`src/rtl/multdiv_pkg.sv`:
```
// Shared types and latency helper for the iterative signed multiply/divide unit.
// Build option MULTDIV_RADIX4_EN selects radix-4 Booth multiply (2 bits per cycle).
package multdiv_pkg;

  typedef enum logic [1:0] {IDLE, MULT, DIV, DONE} state_e;
  typedef enum logic {OP_MULT, OP_DIV} op_e;

  // Cycles from start edge to the result-ready cycle.
  function automatic int lat(input op_e op, input int width);
    int cycles;
    cycles = width + 1;
`ifdef MULTDIV_RADIX4_EN
    if (op == OP_MULT) cycles = width / 2 + 1;
`else
    if (op == OP_MULT) cycles = width + 1;
`endif
    return cycles;
  endfunction

endpackage

```
`src/rtl/multdiv_if.sv`:
```
// Operand/control/result bundle between the pipeline and the multdiv unit.
interface multdiv_if #(parameter int WIDTH = 32);

  logic [WIDTH-1:0] data_operandA;
  logic [WIDTH-1:0] data_operandB;
  logic             ctrl_MULT;
  logic             ctrl_DIV;
  logic [WIDTH-1:0] data_result;
  logic [WIDTH-1:0] data_remainder;
  logic             data_exception;
  logic             data_resultRDY;
  logic             data_busy;

  modport master (
    output data_operandA, data_operandB, ctrl_MULT, ctrl_DIV,
    input  data_result, data_remainder, data_exception, data_resultRDY, data_busy
  );

  modport slave (
    input  data_operandA, data_operandB, ctrl_MULT, ctrl_DIV,
    output data_result, data_remainder, data_exception, data_resultRDY, data_busy
  );

endinterface

```
`src/rtl/multdiv_step.sv`:
```
// One combinational iteration: Booth add/sub + arithmetic shift, or non-restoring divide step.
// MULTDIV_RADIX4_EN switches the multiply step to radix-4 Booth.
module multdiv_step
  import multdiv_pkg::*;
#(
  parameter int WIDTH = 32,
  parameter int AW    = WIDTH + 2
) (
  input  op_e              op_i,
  input  logic [AW-1:0]    acc_i,
  input  logic [WIDTH-1:0] q_i,
  input  logic             qm1_i,
  input  logic [AW-1:0]    m_i,
  output logic [AW-1:0]    acc_o,
  output logic [WIDTH-1:0] q_o,
  output logic             qm1_o
);

  logic [AW-1:0] sum;
  logic [AW-1:0] shl;

  always_comb begin
    sum   = acc_i;
    shl   = '0;
    acc_o = acc_i;
    q_o   = q_i;
    qm1_o = qm1_i;
    if (op_i == OP_DIV) begin
      // Subtract while the partial remainder is non-negative, add it back otherwise.
      shl   = {acc_i[AW-2:0], q_i[WIDTH-1]};
      sum   = acc_i[AW-1] ? shl + m_i : shl - m_i;
      acc_o = sum;
      q_o   = {q_i[WIDTH-2:0], ~sum[AW-1]};
    end else begin
`ifdef MULTDIV_RADIX4_EN
      case ({q_i[1:0], qm1_i})
        3'b001, 3'b010: sum = acc_i + m_i;
        3'b011:         sum = acc_i + (m_i << 1);
        3'b100:         sum = acc_i - (m_i << 1);
        3'b101, 3'b110: sum = acc_i - m_i;
        default:        sum = acc_i;
      endcase
      acc_o = {{2{sum[AW-1]}}, sum[AW-1:2]};
      q_o   = {sum[1:0], q_i[WIDTH-1:2]};
      qm1_o = q_i[1];
`else
      case ({q_i[0], qm1_i})
        2'b01:   sum = acc_i + m_i;
        2'b10:   sum = acc_i - m_i;
        default: sum = acc_i;
      endcase
      acc_o = {sum[AW-1], sum[AW-1:1]};
      q_o   = {sum[0], q_i[WIDTH-1:1]};
      qm1_o = q_i[0];
`endif
    end
  end

endmodule

```
`src/rtl/multdiv_iter.sv`:
```
// Iterative signed multiply/divide: FSM, counter, accumulator/Q registers, sign fix-up, output hold.
// Build option MULTDIV_RADIX4_EN halves multiply latency via radix-4 Booth.
module multdiv_iter
  import multdiv_pkg::*;
#(
  parameter int WIDTH = 32
) (
  input  logic     clock,
  input  logic     reset_n,
  multdiv_if.slave bus
);

  localparam int CNT_W = $clog2(WIDTH) + 1;
  localparam int AW    = WIDTH + 2;
  localparam logic [CNT_W-1:0] MULT_ITER = CNT_W'(lat(OP_MULT, WIDTH) - 1);
  localparam logic [CNT_W-1:0] DIV_ITER  = CNT_W'(lat(OP_DIV, WIDTH) - 1);
  localparam logic [WIDTH-1:0] MIN_VAL   = {1'b1, {(WIDTH-1){1'b0}}};

  state_e             state_q, state_d;
  op_e                op_q, op_d;
  logic [CNT_W-1:0]   cnt_q, cnt_d;
  logic [AW-1:0]      acc_q, acc_d, m_q, m_d;
  logic [WIDTH-1:0]   q_q, q_d;
  logic               qm1_q, qm1_d;
  logic               neg_quo_q, neg_quo_d, neg_rem_q, neg_rem_d;
  logic               dz_q, dz_d, ovf_q, ovf_d;
  logic [WIDTH-1:0]   res_q, res_d, rem_q, rem_d;
  logic               exc_q, exc_d;

  logic [AW-1:0]      step_acc;
  logic [WIDTH-1:0]   step_q;
  logic               step_qm1;
  logic [WIDTH-1:0]   a_mag, b_mag, rem_mag;
  logic [2*WIDTH-1:0] prod;
  logic [WIDTH-1:0]   fix_res, fix_rem;
  logic               fix_exc;

  multdiv_step #(.WIDTH(WIDTH), .AW(AW)) u_step (
    .op_i  (op_q),
    .acc_i (acc_q),
    .q_i   (q_q),
    .qm1_i (qm1_q),
    .m_i   (m_q),
    .acc_o (step_acc),
    .q_o   (step_q),
    .qm1_o (step_qm1)
  );

  assign a_mag = bus.data_operandA[WIDTH-1] ? '0 - bus.data_operandA : bus.data_operandA;
  assign b_mag = bus.data_operandB[WIDTH-1] ? '0 - bus.data_operandB : bus.data_operandB;

  // Final result from the iteration registers; only meaningful in DONE.
  always_comb begin
    prod    = {acc_q[WIDTH-1:0], q_q};
    rem_mag = acc_q[AW-1] ? WIDTH'(acc_q + m_q) : acc_q[WIDTH-1:0];
    fix_res = '0;
    fix_rem = '0;
    fix_exc = 1'b0;
    if (op_q == OP_MULT) begin
      fix_res = prod[WIDTH-1:0];
      fix_exc = prod[2*WIDTH-1:WIDTH] != {WIDTH{prod[WIDTH-1]}};
    end else if (dz_q) begin
      fix_exc = 1'b1;
    end else begin
      fix_res = neg_quo_q ? '0 - q_q : q_q;
      fix_rem = neg_rem_q ? '0 - rem_mag : rem_mag;
      fix_exc = ovf_q;
    end
  end

  always_comb begin
    state_d   = state_q;
    op_d      = op_q;
    cnt_d     = cnt_q;
    acc_d     = acc_q;
    m_d       = m_q;
    q_d       = q_q;
    qm1_d     = qm1_q;
    neg_quo_d = neg_quo_q;
    neg_rem_d = neg_rem_q;
    dz_d      = dz_q;
    ovf_d     = ovf_q;
    res_d     = res_q;
    rem_d     = rem_q;
    exc_d     = exc_q;
    if (bus.ctrl_MULT || bus.ctrl_DIV) begin
      // A start pulse always wins, aborting whatever is in flight.
      acc_d = '0;
      qm1_d = 1'b0;
      res_d = '0;
      rem_d = '0;
      exc_d = 1'b0;
      if (bus.ctrl_MULT) begin
        state_d = MULT;
        op_d    = OP_MULT;
        cnt_d   = MULT_ITER;
        q_d     = bus.data_operandB;
        m_d     = {{2{bus.data_operandA[WIDTH-1]}}, bus.data_operandA};
      end else begin
        state_d   = DIV;
        op_d      = OP_DIV;
        cnt_d     = DIV_ITER;
        q_d       = a_mag;
        m_d       = {2'b00, b_mag};
        neg_quo_d = bus.data_operandA[WIDTH-1] ^ bus.data_operandB[WIDTH-1];
        neg_rem_d = bus.data_operandA[WIDTH-1];
        dz_d      = bus.data_operandB == '0;
        ovf_d     = (bus.data_operandA == MIN_VAL) && (bus.data_operandB == '1);
      end
    end else begin
      case (state_q)
        MULT, DIV: begin
          acc_d = step_acc;
          q_d   = step_q;
          qm1_d = step_qm1;
          cnt_d = cnt_q - 1'b1;
          if (cnt_q == CNT_W'(1)) state_d = DONE;
        end
        DONE: begin
          state_d = IDLE;
          res_d   = fix_res;
          rem_d   = fix_rem;
          exc_d   = fix_exc;
        end
        default: ;
      endcase
    end
  end

  always_ff @(posedge clock or negedge reset_n) begin
    if (!reset_n) begin
      state_q   <= IDLE;
      op_q      <= OP_MULT;
      cnt_q     <= '0;
      acc_q     <= '0;
      m_q       <= '0;
      q_q       <= '0;
      qm1_q     <= 1'b0;
      neg_quo_q <= 1'b0;
      neg_rem_q <= 1'b0;
      dz_q      <= 1'b0;
      ovf_q     <= 1'b0;
      res_q     <= '0;
      rem_q     <= '0;
      exc_q     <= 1'b0;
    end else begin
      state_q   <= state_d;
      op_q      <= op_d;
      cnt_q     <= cnt_d;
      acc_q     <= acc_d;
      m_q       <= m_d;
      q_q       <= q_d;
      qm1_q     <= qm1_d;
      neg_quo_q <= neg_quo_d;
      neg_rem_q <= neg_rem_d;
      dz_q      <= dz_d;
      ovf_q     <= ovf_d;
      res_q     <= res_d;
      rem_q     <= rem_d;
      exc_q     <= exc_d;
    end
  end

  assign bus.data_resultRDY = (state_q == DONE);
  assign bus.data_busy      = (state_q != IDLE);
  assign bus.data_result    = (state_q == DONE) ? fix_res : res_q;
  assign bus.data_remainder = (state_q == DONE) ? fix_rem : rem_q;
  assign bus.data_exception = (state_q == DONE) ? fix_exc : exc_q;

endmodule

```
`src/flat_wrapper.sv`:
```
// flat-port wrapper written by rule: the top's interface ports become plain ports
module multdiv_iter_flat import multdiv_pkg::*;
#(
  parameter int WIDTH = 32
)
  (clock, reset_n, bus_data_operandA, bus_data_operandB, bus_ctrl_MULT, bus_ctrl_DIV, bus_data_result, bus_data_remainder, bus_data_exception, bus_data_resultRDY, bus_data_busy);
  multdiv_if #(.WIDTH(WIDTH)) bus_i ();
  input  logic clock;
  input  logic reset_n;
  input wire logic [$bits(bus_i.data_operandA)-1:0] bus_data_operandA;
  input wire logic [$bits(bus_i.data_operandB)-1:0] bus_data_operandB;
  input wire logic [$bits(bus_i.ctrl_MULT)-1:0] bus_ctrl_MULT;
  input wire logic [$bits(bus_i.ctrl_DIV)-1:0] bus_ctrl_DIV;
  output wire logic [$bits(bus_i.data_result)-1:0] bus_data_result;
  output wire logic [$bits(bus_i.data_remainder)-1:0] bus_data_remainder;
  output wire logic [$bits(bus_i.data_exception)-1:0] bus_data_exception;
  output wire logic [$bits(bus_i.data_resultRDY)-1:0] bus_data_resultRDY;
  output wire logic [$bits(bus_i.data_busy)-1:0] bus_data_busy;
  assign bus_i.data_operandA = bus_data_operandA;
  assign bus_i.data_operandB = bus_data_operandB;
  assign bus_i.ctrl_MULT = bus_ctrl_MULT;
  assign bus_i.ctrl_DIV = bus_ctrl_DIV;
  assign bus_data_result = bus_i.data_result;
  assign bus_data_remainder = bus_i.data_remainder;
  assign bus_data_exception = bus_i.data_exception;
  assign bus_data_resultRDY = bus_i.data_resultRDY;
  assign bus_data_busy = bus_i.data_busy;
  multdiv_iter #(.WIDTH(WIDTH)) u_core (.clock(clock), .reset_n(reset_n), .bus(bus_i));
endmodule
```
`config.mk`:
```
export PLATFORM = sky130hd
export DESIGN_NAME = multdiv_iter_flat
export DESIGN_NICKNAME = d
export VERILOG_FILES = /design/src/rtl/multdiv_pkg.sv /design/src/rtl/multdiv_if.sv /design/src/rtl/multdiv_step.sv /design/src/rtl/multdiv_iter.sv /design/src/flat_wrapper.sv
export SDC_FILE = /design/constraint.sdc
export NUM_CORES = 1
export LEC_CHECK = 0
export ABC_AREA = 1
export CAP_MARGIN = 40
export CORE_ASPECT_RATIO = 1.75
export CORE_MARGIN = 2
export CORE_UTILIZATION = 50
export CTS_BUF_LIST = sky130_fd_sc_hd__clkbuf_16
export CTS_CLUSTER_DIAMETER = 80
export DETAILED_ROUTE_END_ITERATION = 7
export PLACE_DENSITY = 0.77
export SLEW_MARGIN = 40
export SYNTH_ARGS = -nofsm -noshare
export SYNTH_HDL_FRONTEND = slang
export SYNTH_SLANG_ARGS = --single-unit
export TNS_END_PERCENT = 30
```
`constraint.sdc`:
```
create_clock -name clock -period 6.3 [get_ports clock]
set_input_delay 1.575 -clock clock [delete_from_list [all_inputs] [get_ports clock]]
set_output_delay 1.575 -clock clock [all_outputs]
set_load 0.01 [all_outputs]
```
---- Word-level counts from Yosys, hierarchy flattened ----
Cells that the tools add are included.
cells by class
  eq/ne operators ......................... 11
  bitwise operators ....................... 3
  reductions and logical operators ........ 10
  mux-type cells .......................... 37
  add/subtract/negate cells ............... 9
operators with widths
  operator                                                                  number
  32-bit 2-to-1 mux                                                         17
  34-bit 2-to-1 mux                                                         5
  1-bit by 32-bit subtractor with 32-bit output (first input constant)      4
  34-bit adder                                                              2
  34-bit case mux with 2 select lines                                       1
  34-bit subtractor                                                         2
  32-bit equality test (second input constant)                              2
  32-bit zero test                                                          1
  32-bit inequality test                                                    1
  6-bit 2-to-1 mux                                                          2
  1-bit 2-to-1 mux                                                          8
  2-bit equality test (second input constant)                               3
  6-bit by 1-bit equality test with 1-bit output (second input constant)    1
  2-bit 2-to-1 mux                                                          3
  2-bit AND reduction                                                       3
  6-bit by 1-bit subtractor with 6-bit output (second input constant)       1
  2-bit by 1-bit equality test with 1-bit output (second input constant)    2
  2-bit case mux with 2 select lines                                        1
  2-bit nonzero test                                                        2
  3-bit by 1-bit inequality test with 1-bit output (second input constant)  1
  3-bit nonzero test                                                        1
  2-bit inequality test (second input constant)                             1
  1-bit inverter                                                            2
  2-bit OR reduction                                                        1
  3 further kinds                                                           3
word-level totals
  register bits ........................... 179
  input bits .............................. 68

---- Logic depth before layout (Yosys ltp) ----
  depth in word-level cells ............... 8
  depth in mapped cells ................... 29
  depth with buffers taken out ............ 29

---- Modules after synthesis ----
From an unflattened synthesis, not the netlist that was laid out.
second synthesis, totals
  cell total of the unflattened synthesis .. 3400
  area, all modules ....................... 20403.3 um^2
by module, submodules not included
  module        seq. area each (um^2)  cells each  instances  area an instance (um^2)
  multdiv_iter  4454.3                 2113        1          13859.5
  multdiv_step  0.0                    1287        1          6543.8

---- Worst setup path after synthesis ----
OpenSTA, ideal clock, no wires.
  path kind ............................... register -> output
  start point ............................. reg u_core.m_q[0]
  end point ............................... out bus_data_remainder[28]
  slack ................................... 2016 ps
  data arrival time ....................... 2709 ps
  cell stages (with the launch flop) ...... 21
  cell sequence ........................... dfrtp_1 -> ha_1 -> fa_1 -> inv_1 -> nand2_1 -> o21ai_0 -> ha_1 -> inv_1 -> nor2_1 -> nand3_1 -> nor2_2 -> nand2_1 -> nor2_4 -> nand3_2 -> nand2_4 -> nand3_4 -> nor2_2 -> nand2_1 -> nand2_1 -> nand3_2 -> nand2_1
on the way
  longest elaborated chain between the ends .. 7
RTL lines
  what                                           line                 text
  start: declaration                             multdiv_iter.sv:22   logic [AW-1:0] acc_q, acc_d, m_q, m_d;
  start signal: assignment                       multdiv_iter.sv:151  m_q <= m_d;
  34-bit adder (*)                               multdiv_iter.sv:55   rem_mag = acc_q[AW-1] ? WIDTH'(acc_q + m_q) : acc_q[WIDTH-1:0];
  32-bit 2-to-1 mux (*)                          multdiv_iter.sv:55
  1-bit by 32-bit subtractor with 32-bit output  multdiv_iter.sv:66   fix_rem = neg_rem_q ? '0 - rem_mag : rem_mag;
  32-bit 2-to-1 mux (*)                          multdiv_iter.sv:66
  32-bit 2-to-1 mux (*)                          multdiv_iter.sv:62   end else if (dz_q) begin
  32-bit 2-to-1 mux (*)                          multdiv_iter.sv:59   if (op_q == OP_MULT) begin
  32-bit 2-to-1 mux (*)                          -
  end: declaration                               flat_wrapper.sv:15   output wire logic [$bits(bus_i.data_remainder)-1:0] bus_data_remainder;
Every way passes the cells marked *; elsewhere a longest branch is shown, timed or not.

---- Worst setup path in the final report ----
  start point ............................. reg u_core.m_q[1]
  end point ............................... out bus_data_remainder[31]
The elaborated chain is that of the path after synthesis.

==> results.md <==
## Outcome
* result of the run: finished, final reports clean

## Logic synthesis
* average footprint of a synthesized cell: 6.16 µm²
* synthesized area: 20,100 µm²
* number of distinct library cell variants in the gate-level netlist after synthesis: 64
* number of warning messages in the yosys log: 0
* number of flip-flops and latches in the synthesized netlist: 178
* dominant synthesized flop cell: dfrtp_1
* post-synthesis net count: 3,447
* share of the yosys chip area belonging to registers: 0.221
* Post-synth EDFFs: 0
* synthesized netlist cell count: 3,265
* Async S/R FF share, synth: 1.00

## Clock network
* TritonCTS clock tree: done
* Max clock buf depth: 2
* insertion delay of the later-clocked pin in the worst-skew pair: 0.47 ns
* clock root cell: clkbuf_16
* Num CTS Buffers: 17
* H-tree Lvls: 4
* TritonCTS Sinks: 178
* count of hold buffers inserted by post-cts repair: 0
* clock edge transition at the registers on the reported setup and hold paths: 0.08 ns

## Critical path
* worst setup path category: reg2out
* Worst EP arrival: 4.38 ns
* kind of start point of the critical path: flip-flop
* highest net fanout along the worst path: 5
* required time at the worst-slack endpoint: 4.72 ns
* delay-heaviest family, CP: simple AND/OR/NAND/NOR gates
* R2R Path Start: u_core.m_q[1]
* type of element capturing the critical path: output pin
* Critical-path top delay cell: clkdlybuf4s50_1
* crit-path max cell delay: 0.53 ns
* number of buffer and inverter instances along the worst setup path: 3
* CP Launch Point: u_core.m_q[1]
* CP dominant cell by count: nand2_1
* list of cells traversed by the critical path: inv_1 -> ha_1 -> inv_1 -> nand2_1 -> nand2_1 -> nand3_1 -> nand2_2 -> nand2_1 -> nand2_1 -> nand2_1 -> nand2_1 -> nand2_1 -> nand2_2 -> nand2_2 -> nor2_4 -> nand3_2 -> nor2_4 -> nand2_2 -> nand2_2 -> nand2_1 -> nand2_1 -> nand3_2 -> nand2_1 -> clkdlybuf4s50_1
* worst reg-to-reg setup slack: 1.10 ns

## Power
* pwr dens: 358 nW/µm²
* Max IR drop VDD: 0.000234 V
* post-layout total power: 8.02 mW
* Leakage: 11.2 nW

## GRT
* residual overflow from global routing: 0
* total routing resource utilization after global routing: 0.367
* initial antenna violation count: 1
* number of global-route vias before repair: 22,700
* wire length of the first global-routing pass: 120,000 µm
* largest net degree at the start of global routing: 99

## Finish
* count of filler cells inserted in the layout: 4,081
* Final Cell Area: 22,400 µm²
* filler-free cell count of the finished design: 3,821
* ratio of cells with drive above 1 in the final layout: 0.0581
* net total in the final layout: 3,493
* area added between synthesis and finish: 11.3%
* Final Core Density: 0.561

## STA
* Slew headroom: 0.348
* worst-case clock skew: 0.0148 ns
* Worst-Margin Slew: 0.967 ns
* final hold violation count: 0
* min cycle time layout: 5.95 ns
* worst hold-check slack: 0.514 ns
* Max Clock Freq: 0.168 GHz
* crit path setup slack, layout: 0.349 ns
* share of the cycle needed by the critical path after routing: 0.945
* Max Transition Viols Final: 0
* RSZ-0062 raised after global routing: false
* number of endpoints failing setup at the final stage: 0
* setup TNS: 0 ns

## Worst hold path
* start point of the worst min-delay path: u_core.cnt_q[5]
* worst hold path class: reg2reg

## Place
* Detail Placement HPWL: 60,200 µm
* Place WS: 0.846 ns
* IO buf count: 134
* number of instances in the placed design: 3,787
* GP Congestion: 1.06
* Post-DP Area: 21,800 µm²

## Drt
* 1st-iter DRT viols: 1,890
* total number of vias: 22,900
* remaining number of nets flagged by the antenna check after routing: 0
* detail-routed net length per standard cell: 20.2 µm
* detailed-routing iteration count for the pre-antenna-repair pass: 6
* remaining routing DRC violations: 0
* via count normalized by instance count: 6.01
* overall routed net length: 77,200 µm

## Floorplanning
* Horiz. Die Dim: 156 µm
* area of the die: 41,900 µm²
* starting density of the core: 0.504
* Die Y: 269 µm
* core footprint: 39,900 µm²
* row count: 97
* # IOs: 135

## Run
* count of maximum capacitance violations: 0

==> per-layer routing <==
metal | up-vias | global-route usage | wire length [µm]
li1 | 11000 | - | -
met1 | 10400 | 0.393 | 26800
met2 | 1176 | 0.635 | 37300
met3 | 405 | 0.0508 | 5280
met4 | 0 | 0.301 | 7760
met5 | - | 0 | 0
==> area by class of cell <==
class	instances	area, µm²	share of cell area
clock buffers	17	425	0.0190
clock inverters	15	164	0.00732
multi-input cells	2532	13600	0.606
well taps	495	619	0.0277
inverters	416	1560	0.0698
diodes	2	5.00	0.000224
repair buffers	166	1590	0.0711
flip-flops and latches	178	4460	0.199
==> what timing repair did <==
action | CTS | global route
setup endpoints to repair | 0 | 1
setup buffers | 0 | 0
endpoints found under the hold margin | 0 | 0
gates resized for setup | 0 | 1
==> kinds of logic after synthesis <==
group | after synthesis | share of synthesized area
and+or+nand+nor | 1589 | 0.345
buffers and inverters | 555 | 0.107
DFF | 178 | 0.221
AOI/OAI and AO/OA | 741 | 0.216
adders and majority gates | 114 | 0.0720
xor gates and xnor gates | 88 | 0.0383
==> state kept, by name, summed over array words and instances, names as in the netlist <==
register          cells
u_core.acc_q         34
u_core.cnt_q          6
u_core.dz_q           1
u_core.exc_q          1
u_core.m_q           33
u_core.neg_quo_q      1
u_core.neg_rem_q      1
u_core.op_q           1
u_core.ovf_q          1
u_core.q_q           32
u_core.qm1_q          1
u_core.rem_q         32
u_core.res_q         32
u_core.state_q        2
==> Yosys cell counts, types with 26 or more instances <==
master,n,area share
o21ai_0,238,0.059
xor2_1,78,0.034
nand4_1,45,0.014
nor2_1,340,0.063
a21oi_1,270,0.067
dfrtp_1,178,0.22
and2_1,27,0.0084
nand3_1,210,0.052
nor3_1,48,0.012
o221ai_1,31,0.013
clkbuf_1,103,0.019
nand2_1,796,0.15
inv_1,392,0.073
a22oi_1,26,0.0097
nand2_2,27,0.0084
a31oi_1,26,0.0081
ha_1,111,0.069
==> placed cells by master, fill, tap and decap left out, drive strengths merged, types with 19 or more instances in the layout <==
cell	n
o221ai	31
xor2	78
dfrtp	178
nand2	827
ha	111
a21oi	279
nand3	225
o21ai	253
nor3	56
buf	33
nand4	46
a31oi	26
and2	27
a22oi	26
nor2	361
clkdlybuf4s50	132
nor4	19
inv	413
==> power breakdown <==
part | switching (mW) | internal, mW
registers | 0.301 | 1.35
logic | 3.47 | 1.79
clock network | 0.576 | 0.534
total | 4.35 | 3.67
==> worst paths after layout <==
| path | endpoint | cells after the start |
|---|---|---|
| min reg2reg | u_core.cnt_q[5] | 1 |
| max in group asynchronous | u_core.acc_q[33] | 2 |
| min in group asynchronous | u_core.res_q[3] | 1 |
| max reg2reg | u_core.q_q[0] | 23 |
| min | u_core.cnt_q[5] | 1 |
| max | bus_data_remainder[31] | 24 |
Power figures use the tool's default switching activity.
